[config.mk]
export PLATFORM = sky130hd
export DESIGN_NAME = uart_rx_8n1
export DESIGN_NICKNAME = d
export VERILOG_FILES = /design/src/rtl/uart_pkg.sv /design/src/rtl/uart_baud_tick.sv /design/src/rtl/uart_rx_8n1.sv
export SDC_FILE = /design/constraint.sdc
export NUM_CORES = 1
export LEC_CHECK = 0
export BUFFER_PORTS_ARGS = -buffer_cell sky130_fd_sc_hd__buf_4
export CAP_MARGIN = 30
export CORE_UTILIZATION = 61
export CTS_CLUSTER_DIAMETER = 200
export CTS_CLUSTER_SIZE = 16
export DETAILED_ROUTE_END_ITERATION = 10
export GPL_ROUTABILITY_DRIVEN = 0
export PLACE_DENSITY = 0.88
export RECOVER_POWER = 50
export SLEW_MARGIN = 0
export SYNTH_ARGS = -nofsm -noshare
export SYNTH_HDL_FRONTEND = slang
export SYNTH_SLANG_ARGS = --single-unit
export TNS_END_PERCENT = 30
[constraint.sdc]
create_clock -name clk_i -period 5.3 [get_ports clk_i]
set_input_delay 1.06 -clock clk_i [delete_from_list [all_inputs] [get_ports clk_i]]
set_output_delay 1.06 -clock clk_i [all_outputs]
set_load 0.005 [all_outputs]
[src/rtl/uart_pkg.sv]
// Shared definitions for the 8N1 UART receive path: FSM states, oversample
// ratio and the baud-tick divider calculation.
package uart_pkg;

    typedef enum logic [2:0] {
        IDLE,
        START,
        DATA,
        STOP,
        BREAK
    } rx_state_t;

    localparam int OVERSAMPLE = 16;

    // Clocks per oversample tick, rounded to nearest.
    function automatic int tick_div(input int clk_hz, input int baud);
        return (clk_hz + (OVERSAMPLE / 2) * baud) / (OVERSAMPLE * baud);
    endfunction

endpackage

[src/rtl/uart_baud_tick.sv]
// Free-running oversample tick generator; clr_i restarts the count so the
// tick phase can be aligned to an external event such as a start edge.
module uart_baud_tick #(
    parameter int TICK_DIV = 54
) (
    input  logic clk_i,
    input  logic rst_i,
    input  logic clr_i,
    output logic tick_o
);

    localparam int CW = (TICK_DIV > 1) ? $clog2(TICK_DIV) : 1;
    localparam logic [CW-1:0] LAST = CW'(TICK_DIV - 1);

    logic [CW-1:0] cnt_q;
    logic [CW-1:0] cnt_d;

    always_comb begin
        cnt_d = cnt_q + 1'b1;
        if (clr_i || (cnt_q == LAST)) begin
            cnt_d = '0;
        end
    end

    always_ff @(posedge clk_i) begin
        if (!rst_i) begin
            cnt_q <= '0;
        end else begin
            cnt_q <= cnt_d;
        end
    end

    assign tick_o = (cnt_q == LAST) && !clr_i;

endmodule

[src/rtl/uart_rx_8n1.sv]
// 8N1 serial receiver: 16x oversampling with 2-of-3 majority vote per bit,
// delivering bytes through a one-entry valid/ready holding register.
module uart_rx_8n1
    import uart_pkg::*;
#(
    parameter int CLK_HZ   = 100_000_000,
    parameter int BAUD     = 115_200,
    parameter int TICK_DIV = tick_div(CLK_HZ, BAUD)
) (
    input  logic       clk_i,
    input  logic       rst_i,
    input  logic       rx_i,
    output logic [7:0] data_o,
    output logic       valid_o,
    input  logic       ready_i,
    output logic       frame_err_o,
    output logic       overrun_o,
    output logic       busy_o
);

    function automatic logic vote3(input logic a, input logic b, input logic c);
        return (a & b) | (a & c) | (b & c);
    endfunction

    logic      rx_meta_q, rx_s_q;
    rx_state_t state_q;
    logic [3:0] samp_q;
    logic [2:0] bit_q;
    logic [1:0] smp_q;
    logic [7:0] shift_q;
    logic       frame_err_q, overrun_q, overrun_d;
    logic       valid_q, valid_d;
    logic [7:0] data_q, data_d;
    logic       tick, start_det, maj, good, xfer;

    always_ff @(posedge clk_i) begin
        if (!rst_i) begin
            rx_meta_q <= 1'b1;
            rx_s_q    <= 1'b1;
        end else begin
            rx_meta_q <= rx_i;
            rx_s_q    <= rx_meta_q;
        end
    end

    assign start_det = (state_q == IDLE) && !rx_s_q;

    uart_baud_tick #(
        .TICK_DIV(TICK_DIV)
    ) u_tick (
        .clk_i (clk_i),
        .rst_i (rst_i),
        .clr_i (start_det),
        .tick_o(tick)
    );

    // Samples 7 and 8 are held; the vote completes on the sample-9 tick.
    assign maj  = vote3(smp_q[1], smp_q[0], rx_s_q);
    assign good = (state_q == STOP) && tick && (samp_q == 4'd9) && maj;

    always_ff @(posedge clk_i) begin
        if (tick && (samp_q == 4'd7 || samp_q == 4'd8)) begin
            smp_q <= {smp_q[0], rx_s_q};
        end
        if ((state_q == DATA) && tick && (samp_q == 4'd9)) begin
            shift_q <= {maj, shift_q[7:1]};
        end
    end

    always_ff @(posedge clk_i) begin
        if (!rst_i) begin
            state_q     <= IDLE;
            samp_q      <= '0;
            bit_q       <= '0;
            frame_err_q <= 1'b0;
        end else begin
            frame_err_q <= 1'b0;
            if (tick && (state_q != IDLE)) begin
                samp_q <= samp_q + 4'd1;
            end
            case (state_q)
                IDLE: begin
                    samp_q <= '0;
                    bit_q  <= '0;
                    if (!rx_s_q) state_q <= START;
                end
                START: begin
                    if (tick && (samp_q == 4'd9) && maj) begin
                        state_q <= IDLE;
                    end else if (tick && (samp_q == 4'd15)) begin
                        state_q <= DATA;
                    end
                end
                DATA: begin
                    if (tick && (samp_q == 4'd15)) begin
                        bit_q <= bit_q + 3'd1;
                        if (bit_q == 3'd7) state_q <= STOP;
                    end
                end
                STOP: begin
                    // Re-arm mid stop bit so a slightly fast sender is tolerated.
                    if (tick && (samp_q == 4'd9)) begin
                        if (maj) begin
                            state_q <= IDLE;
                        end else begin
                            frame_err_q <= 1'b1;
                            state_q     <= BREAK;
                        end
                    end
                end
                BREAK: begin
                    if (rx_s_q) state_q <= IDLE;
                end
                default: state_q <= IDLE;
            endcase
        end
    end

    assign xfer = valid_q && ready_i;

    always_comb begin
        valid_d   = valid_q;
        data_d    = data_q;
        overrun_d = 1'b0;
        if (xfer) begin
            valid_d = 1'b0;
        end
        if (good) begin
            if (!valid_q || xfer) begin
                valid_d = 1'b1;
                data_d  = shift_q;
            end else begin
                overrun_d = 1'b1;
            end
        end
    end

    always_ff @(posedge clk_i) begin
        if (!rst_i) begin
            valid_q   <= 1'b0;
            data_q    <= 8'h00;
            overrun_q <= 1'b0;
        end else begin
            valid_q   <= valid_d;
            data_q    <= data_d;
            overrun_q <= overrun_d;
        end
    end

    assign data_o      = data_q;
    assign valid_o     = valid_q;
    assign frame_err_o = frame_err_q;
    assign overrun_o   = overrun_q;
    assign busy_o      = (state_q != IDLE);

endmodule

* Word level (Yosys, flattened, before mapping)
Index checks and enable logic that the tools add are counted.
** Storage, ports and cells
- Register bits after elaboration :: 39
- Input bits :: 4
** Cells by class
- Add/sub/neg operators :: 3
- Equal/unequal tests :: 16
- Muxes and demuxes :: 16
- Bitwise operators :: 6
- Reductions and logical operators :: 29
** Operators with widths (number)
- 3-bit 2-to-1 mux :: 9
- 3-bit one-hot mux with 5 select lines :: 1
- 1-bit logical AND :: 13
- 4-bit == test (second input constant) :: 3
- 6-bit by 1-bit adder with 6-bit output (second input constant) :: 1
- 3-bit by 2-bit == test with 1-bit output (second input constant) :: 2
- 3-bit == test (second input constant) :: 2
- 6-bit == test (second input constant) :: 1
- 2-bit by 1-bit inequality test with 1-bit output (second input constant) :: 3
- 3-bit one-hot mux with 2 select lines :: 1
- 2-bit AND reduction :: 3
- 6-bit AND reduction :: 1
- 1-bit 2-to-1 mux :: 5
- 4-bit by 1-bit adder with 4-bit output (second input constant) :: 1
- 4-bit by 3-bit == test with 1-bit output (second input constant) :: 1
- 2-bit inequality test (second input constant) :: 2
- 2-bit OR reduction :: 2
- 3-bit by 1-bit adder with 3-bit output (second input constant) :: 1
- 1-bit AND :: 3
- 3-bit by 1-bit == test with 1-bit output (second input constant) :: 1
- 1-bit logical NOT :: 3
- 3-bit logical NOT :: 1
- 1-bit logical OR :: 3
- 3-bit inequality test (second input constant) :: 1
- 5 further kinds :: 6

* Depth between registers and ports, before layout
Gate-level depths: netlist of the first run.
- Word-level depth :: 8
- Depth in mapped cells :: 7
- Gate-level depth less buffers :: 6

* Hierarchy
From an unflattened synthesis of the first run, not the netlist that was laid out.
** Unflattened totals
- Cells, all modules :: 157
- Area total of the unflattened synthesis :: 1597.8 µm²
** By module, submodules not included
- uart_rx_8n1 :: instances 1, cells an instance 129, area an instance 1336.3 µm², seq. area each 760.7 µm²
- uart_baud_tick :: instances 1, cells an instance 28, area an instance 261.5 µm², seq. area each 120.1 µm²

* Least setup slack after synthesis of the first run
OpenSTA, ideal clock, no wires.
- Path kind :: register to register
- Start :: reg u_tick.cnt_q[0]
- End :: reg shift_q[0], enable pin
- Setup time :: 0.383 ns
- Arrival :: 1.591 ns
- Required time :: 4.917 ns
- Path slack :: 3.325 ns
- Stages on the path, launching flop included :: 6
- Buffers on the path :: 1
- Clock period less this slack :: 1.975 ns
- Cell sequence :: dfxtp_1 > ha_1 > and4b_1 > buf_4 > nand3_2 > nor3_1
** Between the ends
- Longest elaborated chain between the ends :: 4
** RTL lines
- from (decl) :: RTL line uart_baud_tick.sv:15 : logic [CW-1:0] cnt_q;
- from (signal assigned) :: RTL line uart_baud_tick.sv:29 : cnt_q <= cnt_d;
- 6-bit == test :: RTL line uart_baud_tick.sv:33 : assign tick_o = (cnt_q == LAST) && !clr_i;
- 1-bit logical AND :: RTL line uart_baud_tick.sv:33
- 1-bit logical AND (2 in a row) :: RTL line uart_rx_8n1.sv:65 : if ((state_q == DATA) && tick && (samp_q == 4'd9)) begin
- to (signal assigned) :: RTL line uart_rx_8n1.sv:66 : shift_q <= {maj, shift_q[7:1]};
- to (decl) :: RTL line uart_rx_8n1.sv:30 : logic [7:0] shift_q;
Every way passes these cells.
A chain may end at the register's enable or synchronous reset.

* Worst setup path in the final report of the first run
- Start :: reg u_tick.cnt_q[0]
- End :: reg data_q[0], in the netlist data_o[0]
** Between the ends
- Longest elaborated chain between the ends :: 6
** RTL lines
- 6-bit == test :: RTL line uart_baud_tick.sv:33
- 1-bit logical AND :: RTL line uart_baud_tick.sv:33
- 1-bit logical AND (3 in a row) :: RTL line uart_rx_8n1.sv:59 : assign good = (state_q == STOP) && tick && (samp_q == 4'd9) && maj;
- 2-bit AND reduction (no source line)
- to (signal assigned) :: RTL line uart_rx_8n1.sv:145 : data_q <= data_d;
- to (decl) :: RTL line uart_rx_8n1.sv:33 : logic [7:0] data_q, data_d;
Every way passes these cells.

==> results.sh, run 1 <==
export IMPL_drive_above_1_share_pct=12.2
export IMPL_drtAntennaViolNets=0
export IMPL_ios=16
export IMPL_worstSetupEndpoint="data_o[0]$_SDFFE_PN0P_"
export IMPL_cts_sinks=39
export IMPL_violations="max-capacitance violations, max-slew violations"
export IMPL_cts_buffer_depth=2
export IMPL_netlist_area_um2=1670
export IMPL_fin_crit_sh_pct=46.7
export IMPL_wl_mm=3.39
export IMPL_setup_viol=0
export IMPL_n_antenna_cell=0
export IMPL_clk_latency_ps=350
export IMPL_rows=18
export IMPL_synth_mux_area_fraction_pct=0
export IMPL_synthesis_nets=183
export IMPL_fin_nets=199
export IMPL_grt_pass1_vias=1202
export IMPL_r2r_end="data_o[0]$_SDFFE_PN0P_"
export IMPL_crit_path_start="u_tick.cnt_q[0]$_SDFF_PP0_"
export IMPL_status="complete, but fails checks"
export IMPL_static_leakage_power_nw=0.648
export IMPL_port_buffers=15
export IMPL_grt_max_degree=18
export IMPL_synth_compound_area_share_pct=10.5
export IMPL_syn2layout_area_growth_pct=10.2
export IMPL_switchingPower_uw=108
export IMPL_coreArea_um2=2540
export IMPL_yosysWarningCount=0
export IMPL_r2r_slack_ps=2830
export IMPL_drv_cap=1
export IMPL_yosysSeqAreaShare_pct=52.6
export IMPL_slew_headroom_pct=-3.19
export IMPL_p_per_area_nw_per_um2=281
export IMPL_internal_power_uw=410
export IMPL_vias=1359
export IMPL_cts_tree="yes"
export IMPL_fin_hold_ws_ps=432
export IMPL_grt_pass1_wl_mm=5.29
export IMPL_crit_path_max_fanout=10
export IMPL_grt_use_total_pct=26.0
export IMPL_ys_seq_elements=39
export IMPL_cts_hold_buf=0
export IMPL_switching_share_pct=20.8
export IMPL_clock_tree_htree_level_count=2
export IMPL_setup_tns_ps=0
export IMPL_syn_area_per_cell_um2=9.73
export IMPL_via_per_inst=6.21
export IMPL_report_final_hold_viol_count=0
export IMPL_worst_slack_ps=2830
export IMPL_grt_antenna_before_repair=0
export IMPL_cts_resized=0
export IMPL_dr_first_iter_drc_count=69
export IMPL_criticalPathCategory="reg -> reg"
export IMPL_root_buffer="clkbuf_4"
export IMPL_overflow=0
export IMPL_critical_path_required_ps=5560
export IMPL_wl_per_cell_um=15.5
export IMPL_yosys_area_share_simple_pct=23.5
export IMPL_combPwrFrac_pct=3.1
export IMPL_numCtsBuffers=5
export IMPL_dp_hpwl_mm=2.36
export IMPL_holdCritPathClass="reg -> reg"
export IMPL_drc_errors=0
export IMPL_die_x_um=54.4
export IMPL_tightest_slew_ps=1530
export IMPL_ir_drop_v=0.000257
export IMPL_syn_inst=172
export IMPL_pre_cts_ws_ps=2950
export IMPL_dieArea_um2=2960
export IMPL_r2r_start="u_tick.cnt_q[0]$_SDFF_PP0_"
export IMPL_min_period_ps=2470
export IMPL_ff2ff_path_depth=5
export IMPL_clock_fmax_ghz=0.404
export IMPL_drt_pre_antenna_iters=4
export IMPL_clkTransAtPathRegs_ps=110
export IMPL_synth_fa_ha_area_share_pct=5.83
export IMPL_synth_xor_area_share_pct=4.19
export IMPL_synth_top_family_by_area="simple AND/OR/NAND/NOR gates"
export IMPL_worstSetupEndpointType="register"
export IMPL_synth_cell_types=39
export IMPL_fin_skew_ps=10.3
export IMPL_start_util_pct=65.8
export IMPL_drv_slew=11
export IMPL_cts_setup_buffers=0
export IMPL_rsz0062_at_grt="false"
export IMPL_start_kind="register"
export IMPL_p_seq_share_pct=59.9
export IMPL_die_y_um=54.4
export IMPL_pwr_share_clk_pct=37.0
export IMPL_cp_arrival_ps=2730
-- worst max-delay path, stage by stage (launching register included) --
cell	delay, ps
dfxtp_1	400
ha_1	200
nand4b_1	110
nor4_1	1270
nand3_1	190
a21oi_1	210
-- kinds of logic (layout without fill, tap and decap cells) --
kind of cell             after synthesis  after routing
AO/OA/AOI/OAI                         33             33
adder cells (fa/ha/maj)                8              8
flip-flops                            39             39
buffers and inverters                 13             30
XOR/XNOR                               8              8
AND/OR/NAND/NOR                       71             71
-- synthesized netlist by cell type, drive strengths merged --
cell type | instances | area, µm²
and4b | 1 | 10.0
a211oi | 1 | 7.51
clkinv | 1 | 3.75
nand3 | 15 | 80.1
buf | 5 | 25.0
nand3b | 3 | 22.5
dfxtp | 29 | 581
nand4 | 4 | 25.0
a21oi | 15 | 75.1
o32ai | 1 | 8.76
maj3 | 1 | 10.0
or2 | 2 | 12.5
inv | 5 | 18.8
and2 | 2 | 12.5
nand2b | 4 | 25.0
clkbuf | 2 | 7.51
o21ai | 13 | 65.1
nor3b | 1 | 7.51
nor2 | 14 | 52.6
or4 | 1 | 7.51
and3 | 1 | 6.26
xnor2 | 5 | 43.8
edfxtp | 10 | 300
xor2 | 3 | 26.3
o21a | 1 | 7.51
nor2b | 1 | 6.26
nand2 | 13 | 48.8
ha | 7 | 87.6
nand4b | 2 | 17.5
nor4bb | 1 | 10.0
nor3 | 2 | 10.0
a31oi | 2 | 12.5
or3 | 1 | 6.26
nor4 | 3 | 33.8
-- flip-flops by register name, summed over array words and instances (netlist names) --
register	cells
state_q	3
overrun_o	1
rx_s_q	1
u_tick.cnt_q	6
rx_meta_q	1
samp_q	4
shift_q	8
frame_err_o	1
bit_q	3
data_o	8
valid_o	1
smp_q	2
-- cell usage in the layout (no fill, tap or decap) --
master	count
edfxtp_1	10
ha_1	7
nand2_1	13
xnor2_1	5
and4b_1	1
or4_1	1
a21oi_1	15
a211oi_1	1
maj3_1	1
clkbuf_1	2
o21ai_0	13
and2_0	1
xor2_1	3
nand3b_1	3
clkinv_1	2
nor4bb_1	1
clkbuf_4	5
nand4b_1	2
nand3_1	15
nand2b_1	4
buf_4	13
or3_1	1
o21a_1	1
o32ai_1	1
inv_1	5
bufinv_16	1
and3_1	1
nor3b_1	1
nor4_1	3
a31oi_1	2
nand4_1	4
nor3_1	2
buf_2	1
or2_2	2
dfxtp_1	29
and2_1	1
nor2b_1	1
nor2_1	14
clkinv_2	1
-- area by class of cell --
class                   count  area [µm²]
flip-flops and latches     39         881
multi-input cells         120         718
fillers                   182         699
repair buffers             16         110
clock inverters             3        38.8
clock buffers               5        37.5
well taps                  30        37.5
inverters                   6        22.5
-- worst min path at each step --
stage / to / start / slack (ps) / depth (start not counted)
2_1_floorplan: rx_s_q$_SDFF_PN1_ / rx_meta_q$_SDFF_PN1_ / 390 / 1
3_3_place_gp: rx_s_q$_SDFF_PN1_ / rx_meta_q$_SDFF_PN1_ / 390 / 1
3_5_place_dp: rx_s_q$_SDFF_PN1_ / rx_meta_q$_SDFF_PN1_ / 410 / 1
4_1_cts: rx_s_q$_SDFF_PN1_ / rx_meta_q$_SDFF_PN1_ / 440 / 1
5_1_grt: rx_s_q$_SDFF_PN1_ / rx_meta_q$_SDFF_PN1_ / 470 / 1
6_report: rx_s_q$_SDFF_PN1_ / rx_meta_q$_SDFF_PN1_ / 430 / 1
-- layer usage --
metal	part of all wire (%)	wire length (µm)	vias up	track usage, %
li1	-	-	645	-
met1	41	1390	640	29.9
met2	50	1690	61	43.1
met3	6.5	220	13	8.61
met4	2.7	90	0	12.4
met5	0	0	-	0
-- power groups by stage --
stage	Combinational (mW)	Sequential [mW]	Clock (mW)
after floorplan	0.0117	0.315	0
after global placement	0.0151	0.317	0
after detailed placement	0.0160	0.317	0
after CTS	0.0162	0.310	0.194
after global routing	0.0179	0.311	0.211
final	0.0159	0.310	0.192
-- metrics by stage --
step | power (mW) | util, % | instance area, µm² | instances
floorplan | 0.327 | - | 1670 | 172
global placement | 0.332 | 70.4 | 1790 | 210
detailed placement | 0.333 | 70.4 | 1790 | 210
CTS | 0.520 | 73.4 | 1870 | 218
global route | 0.540 | 72.5 | 1850 | 219
finish | 0.518 | 72.5 | 1850 | 219
Power figures use the tool's default switching activity.
==> run 2: changes to the inputs <==
- CORE_UTILIZATION: 61 -> 51
- PLACE_DENSITY: 0.88 -> 0.79
- clock period: 5.3 -> 2.24 ns (I/O delays scaled with it)
==> run 2 against run 1 <==
Effect of this change:
- the run now ends clean
- global-route usage shrank 6.0 points
- count of clock-buffer cells in the layout grew 1
- setup slack lost 2500 ps
- clock power grew 81%
- critical path depth is the same
- critical endpoint is now data_o[5]$_SDFFE_PN0P_
==> results.sh, run 2 (synthesis results as in run 1) <==
export IMPL_final_cell_mix="dfxtp_1, clkbuf_4, a21oi_1, nor2_1, nand3_1"
export IMPL_holdCritPathClass="in -> reg"
export IMPL_worst_slack_ps=353
export IMPL_critical_path_top_delay_family="simple AND/OR/NAND/NOR gates"
export IMPL_drt_pre_antenna_iters=4
export IMPL_port_buffers=15
export IMPL_static_leakage_power_nw=0.652
export IMPL_ios=16
export IMPL_slew_headroom_pct=64.0
export IMPL_drc_errors=0
export IMPL_grt_use_total_pct=20.0
export IMPL_grt_pass1_vias=1162
export IMPL_r2r_end="data_o[5]$_SDFFE_PN0P_"
export IMPL_setup_viol=0
export IMPL_coreArea_um2=3080
export IMPL_setup_tns_ps=0
export IMPL_grt_pass1_wl_mm=5.18
export IMPL_criticalPathCategory="reg -> reg"
export IMPL_drtAntennaViolNets=0
export IMPL_syn2layout_area_growth_pct=11.7
export IMPL_grt_max_degree=18
export IMPL_r2r_start="u_tick.cnt_q[0]$_SDFF_PP0_"
export IMPL_ir_drop_v=0.000245
export IMPL_cts_hold_buf=0
export IMPL_path_depth=5
export IMPL_root_buffer="clkbuf_4"
export IMPL_p_per_area_nw_per_um2=598
export IMPL_worstSetupEndpointType="register"
export IMPL_cts_setup_buffers=0
export IMPL_internal_power_uw=863
export IMPL_clock_tree_htree_level_count=2
export IMPL_vias=1276
export IMPL_path_cells="ha_1, and4b_1, nand4_1, o21ai_0, a21oi_1"
export IMPL_slowest_stage="dfxtp_1"
export IMPL_fin_crit_sh_pct=84.3
export IMPL_overflow=0
export IMPL_grt_antenna_before_repair=0
export IMPL_place_area_um2=1820
export IMPL_switching_share_pct=22.9
export IMPL_seqCellArea_um2=881
export IMPL_rows=20
export IMPL_status="complete, no violations"
export IMPL_ff2ff_path_depth=5
export IMPL_drv_cap=0
export IMPL_fin_area_um2=1870
export IMPL_clkTransAtPathRegs_ps=110
export IMPL_tightest_slew_ps=535
export IMPL_switchingPower_uw=256
export IMPL_cp_arrival_ps=2100
export IMPL_report_final_hold_viol_count=0
export IMPL_worstHoldStart="rx_i"
export IMPL_clk_latency_ps=340
export IMPL_fillers=260
export IMPL_min_period_ps=1890
export IMPL_p_seq_share_pct=65.6
export IMPL_fin_nets=199
export IMPL_die_y_um=59.3
export IMPL_fin_skew_ps=19.3
export IMPL_start_kind="register"
export IMPL_wl_per_cell_um=13.4
export IMPL_min_to="rx_meta_q$_SDFF_PN1_"
export IMPL_dp_hpwl_mm=2.20
export IMPL_rsz0062_at_grt="false"
export IMPL_drive_above_1_share_pct=14.3
export IMPL_pre_cts_ws_ps=374
export IMPL_cts_buffer_depth=2
export IMPL_multiInputGateArea_um2=738
export IMPL_wl_mm=3.11
export IMPL_start_util_pct=54.4
export IMPL_die_x_um=59.3
export IMPL_cts_tree="yes"
export IMPL_final_common_cell="dfxtp_1"
export IMPL_combPwrFrac_pct=3.3
export IMPL_via_per_inst=5.48
export IMPL_fin_hold_ws_ps=304
export IMPL_hold_depth=2
export IMPL_dr_first_iter_drc_count=80
export IMPL_clock_fmax_ghz=0.530
export IMPL_cts_resized=0
export IMPL_drv_slew=0
export IMPL_total_power_mw=1.12
export IMPL_pwr_share_clk_pct=31.0
export IMPL_critPathMaxStageDelay_ps=400
export IMPL_path_buf_inv=0
export IMPL_dieArea_um2=3520
export IMPL_numCtsBuffers=5
export IMPL_cts_sinks=39
export IMPL_n_antenna_cell=0
export IMPL_critical_path_required_ps=2450
export IMPL_crit_path_max_fanout=10
export IMPL_r2r_slack_ps=350
run 2: cell types whose count changed in the layout (fill, tap and decap cells not counted):
| cell | delta |
|---|---|
| clkbuf_4 | +12 |
| buf_4 | -9 |
| buf_2 | -1 |
| bufinv_16 | -1 |
| clkbuf_1 | -1 |
| clkinv_1 | -1 |
| clkinvlp_4 | +1 |
| nand3_1 | -1 |
| nand3_2 | +1 |
| nor4_1 | -1 |
| nor4_4 | +1 |
run 2: worst max-delay path by stage:
stage                     slack, ps                        from                      to
final                           350  u_tick.cnt_q[0]$_SDFF_PP0_  data_o[5]$_SDFFE_PN0P_
after global routing            220  u_tick.cnt_q[0]$_SDFF_PP0_  data_o[5]$_SDFFE_PN0P_
after CTS                       360  u_tick.cnt_q[0]$_SDFF_PP0_  data_o[5]$_SDFFE_PN0P_
after detailed placement        370  u_tick.cnt_q[0]$_SDFF_PP0_  data_o[5]$_SDFFE_PN0P_
after global placement          530  u_tick.cnt_q[0]$_SDFF_PP0_    shift_q[0]$_DFFE_PP_
after floorplan                 270  u_tick.cnt_q[0]$_SDFF_PP0_    shift_q[0]$_DFFE_PP_
run 2: per-stage QoR:
step | util, % | instances
floorplan | - | 172
global placement | 59.0 | 225
detailed placement | 59.0 | 225
CTS | 60.8 | 233
global route | 60.8 | 233
finish | 60.8 | 233
run 2: layout make-up:
type | count | area share [%]
Sequential cell | 39 | 47.1
Multi-Input combinational cell | 120 | 39.5
Timing Repair Buffer | 16 | 6.42
Tap cell | 44 | 2.94
Clock buffer | 6 | 2.21
Inverter | 6 | 1.20
Clock inverter | 2 | 0.669
run 2: power groups by stage:
stage               Sequential, mW  Combinational (mW)  Clock [mW]
floorplan                    0.746              0.0276           0
global placement             0.749              0.0357           0
detailed placement           0.750              0.0375           0
CTS                          0.734              0.0377       0.358
global route                 0.736              0.0433       0.390
finish                       0.734              0.0373       0.347
run 2: layer usage:
metal	vias up	part of all wire, %	GRT usage, %
li1	642	-	-
met1	594	47	26.1
met2	38	48	31.3
met3	2	4.7	5.90
met4	0	0.61	7.48
met5	-	0	0
==> run 3: changes to the inputs <==
- ABC_AREA: not set -> 1
- CORE_UTILIZATION: 51 -> 57
- PLACE_DENSITY: 0.79 -> 0.83
- clock period: 2.24 -> 1.8 ns (I/O delays scaled with it)
==> run 3 against run 2 <==
Effect of this change:
- first-iteration DRC count shrank 48%
- maximum frequency grew 14%
- the flow now finishes with violations (design-rule violations)
- setup slack lost 220 ps
- synthesized cell count grew 8.7%
- flip-flop and latch count is the same
- highest routed layer unchanged
- sequential share of layout area shrank 1.2 points
==> results.sh, run 3 <==
export IMPL_status="complete, but fails checks"
export IMPL_violations="design-rule violations"
export IMPL_grt_pass1_vias=1213
export IMPL_cts_resized=0
export IMPL_fin_hold_ws_ps=178
export IMPL_clock_fmax_ghz=0.601
export IMPL_tightest_slew_ps=609
export IMPL_clk_latency_ps=360
export IMPL_yosysSeqAreaShare_pct=51.2
export IMPL_crit_path_max_fanout=8
export IMPL_netlist_area_um2=1720
export IMPL_syn_inst=187
export IMPL_ir_drop_v=0.000959
export IMPL_dr_first_iter_drc_count=42
export IMPL_drv_slew=0
export IMPL_syn_area_per_cell_um2=9.20
export IMPL_final_cell_mix="dfxtp_1, inv_1, nand2_1, a21oi_1, clkbuf_4"
export IMPL_place_area_um2=1860
export IMPL_vias=1284
export IMPL_synth_most_common_cell="dfxtp_1"
export IMPL_grt_max_degree=17
export IMPL_coreArea_um2=2810
export IMPL_slew_headroom_pct=59.4
export IMPL_drv_cap=0
export IMPL_cts_buffer_depth=2
export IMPL_report_final_hold_viol_count=0
export IMPL_synthFlopType="dfxtp_1"
export IMPL_cts_sinks=39
export IMPL_cts_tree="yes"
export IMPL_criticalPathCategory="reg -> reg"
export IMPL_overflow=0
export IMPL_synth_top_area_share_pct=33.7
export IMPL_die_y_um=56.9
export IMPL_ys_async_sr_fraction_pct=0
export IMPL_start_kind="register"
export IMPL_syn2layout_area_growth_pct=11.5
export IMPL_dp_hpwl_mm=2.22
export IMPL_final_common_cell="dfxtp_1"
export IMPL_total_power_mw=1.98
export IMPL_netlist_top_cell_by_area="dfxtp_1"
export IMPL_grt_pass1_wl_mm=5.04
export IMPL_start_util_pct=61.3
export IMPL_n_antenna_cell=0
export IMPL_wl_mm=2.93
export IMPL_via_per_inst=5.35
export IMPL_synth_cell_types=33
export IMPL_p_per_area_nw_per_um2=1030
export IMPL_clock_tree_htree_level_count=2
export IMPL_numCtsBuffers=5
export IMPL_dieArea_um2=3240
export IMPL_setup_viol=0
export IMPL_root_buffer="clkbuf_4"
export IMPL_cp_arrival_ps=1740
export IMPL_synth_edff_count=10
export IMPL_die_x_um=56.9
export IMPL_synthesis_nets=198
export IMPL_cts_setup_buffers=0
export IMPL_yosys_top_cells_count="dfxtp_1, inv_1, nand2_1, a21oi_1, nor2_1"
export IMPL_clkTransAtPathRegs_ps=110
export IMPL_setup_tns_ps=0
export IMPL_fin_crit_sh_pct=92.4
export IMPL_grt_antenna_before_repair=0
export IMPL_path_common_cell="nand2_2"
export IMPL_static_leakage_power_nw=0.733
export IMPL_port_buffers=15
export IMPL_drtAntennaViolNets=0
export IMPL_ios=16
export IMPL_worstSetupEndpointType="register"
export IMPL_holdCritPathClass="in -> reg"
export IMPL_fin_nets=219
export IMPL_critical_path_required_ps=1880
export IMPL_min_period_ps=1660
export IMPL_drc_errors=5
export IMPL_drt_pre_antenna_iters=7
export IMPL_grt_use_total_pct=20.9
export IMPL_rows=19
export IMPL_drive_above_1_share_pct=21.5
export IMPL_rsz0062_at_grt="false"
export IMPL_wl_per_cell_um=12.2
export IMPL_path_cells="ha_1, nand3_1, nor2_8, nand2_2, inv_2, nand2_2, nor2_1, buf_4"
export IMPL_cts_hold_buf=0
export IMPL_fin_area_um2=1920
export IMPL_critPathMaxStageDelay_ps=410
export IMPL_ys_seq_elements=39
export IMPL_fin_skew_ps=12.8
export IMPL_slowest_stage="dfxtp_1"
export IMPL_yosysWarningCount=0
export IMPL_synth_area_leaders="dfxtp_1, edfxtp_1, inv_1"
-- run 3: final cells by class --
| class | instances | area [µm²] |
|---|---|---|
| flip-flops and latches | 39 | 881 |
| repair buffers | 16 | 116 |
| inverters | 30 | 113 |
| multi-input cells | 116 | 712 |
| fillers | 223 | 887 |
| clock buffers | 5 | 37.5 |
| clock inverters | 3 | 20.0 |
| well taps | 31 | 38.8 |
-- run 3: worst paths after layout --
| check | start | endpoint | slack (ps) | cells after the start |
|---|---|---|---|---|
| setup / recovery | u_tick.cnt_q[0]$_SDFF_PP0_ | shift_q[5]$_DFFE_PP_ | 140 | 8 |
| hold reg to reg | rx_meta_q$_SDFF_PN1_ | rx_s_q$_SDFF_PN1_ | 440 | 1 |
| hold / removal | rx_i | rx_meta_q$_SDFF_PN1_ | 180 | 2 |
| setup reg to reg | u_tick.cnt_q[0]$_SDFF_PP0_ | shift_q[5]$_DFFE_PP_ | 140 | 8 |
-- run 3: cell families (layout without fill, tap and decap cells) --
family | count (synthesis) | in the layout | synth area share (%)
compound gates | 38 | 38 | 12.5
buf+inv | 32 | 54 | 7.42
simple gates | 69 | 69 | 22.8
xor+xnor | 2 | 2 | 1.02
fa+ha+maj | 7 | 7 | 5.09
flops | 39 | 39 | 51.2
-- run 3: critical path, delay by kind of cell (launching register included) --
family / cells / cell delay [ps]
buffers and inverters: 2 / 240
adders and majority gates: 1 / 170
and+or+nand+nor: 5 / 570
DFF: 1 / 410
-- run 3: through the flow --
stage                     utilization, %  worst slack, ps  instances
after floorplan                        -             34.3        187
after global placement              66.5              199        232
after detailed placement            66.5              139        232
after CTS                           68.5              130        240
after global routing                68.4             1.07        240
final                               68.4              137        240
-- run 3: report_power, final --
group,switching [mW],total [mW],internal (mW)
Clock,0.292,0.441,0.149
Sequential,0.0616,1.00,0.939
Combinational,0.348,0.538,0.189
Total,0.702,1.98,1.28
-- run 3: routing by layer --
metal / track usage (%) / share of wire (%) / vias up
met2: 33.9 / 50 / 30
met5: 0 / 0 / -
li1: - / - / 656
met1: 25.6 / 44 / 592
met4: 12.2 / 1.7 / 0
met3: 4.76 / 5.0 / 6
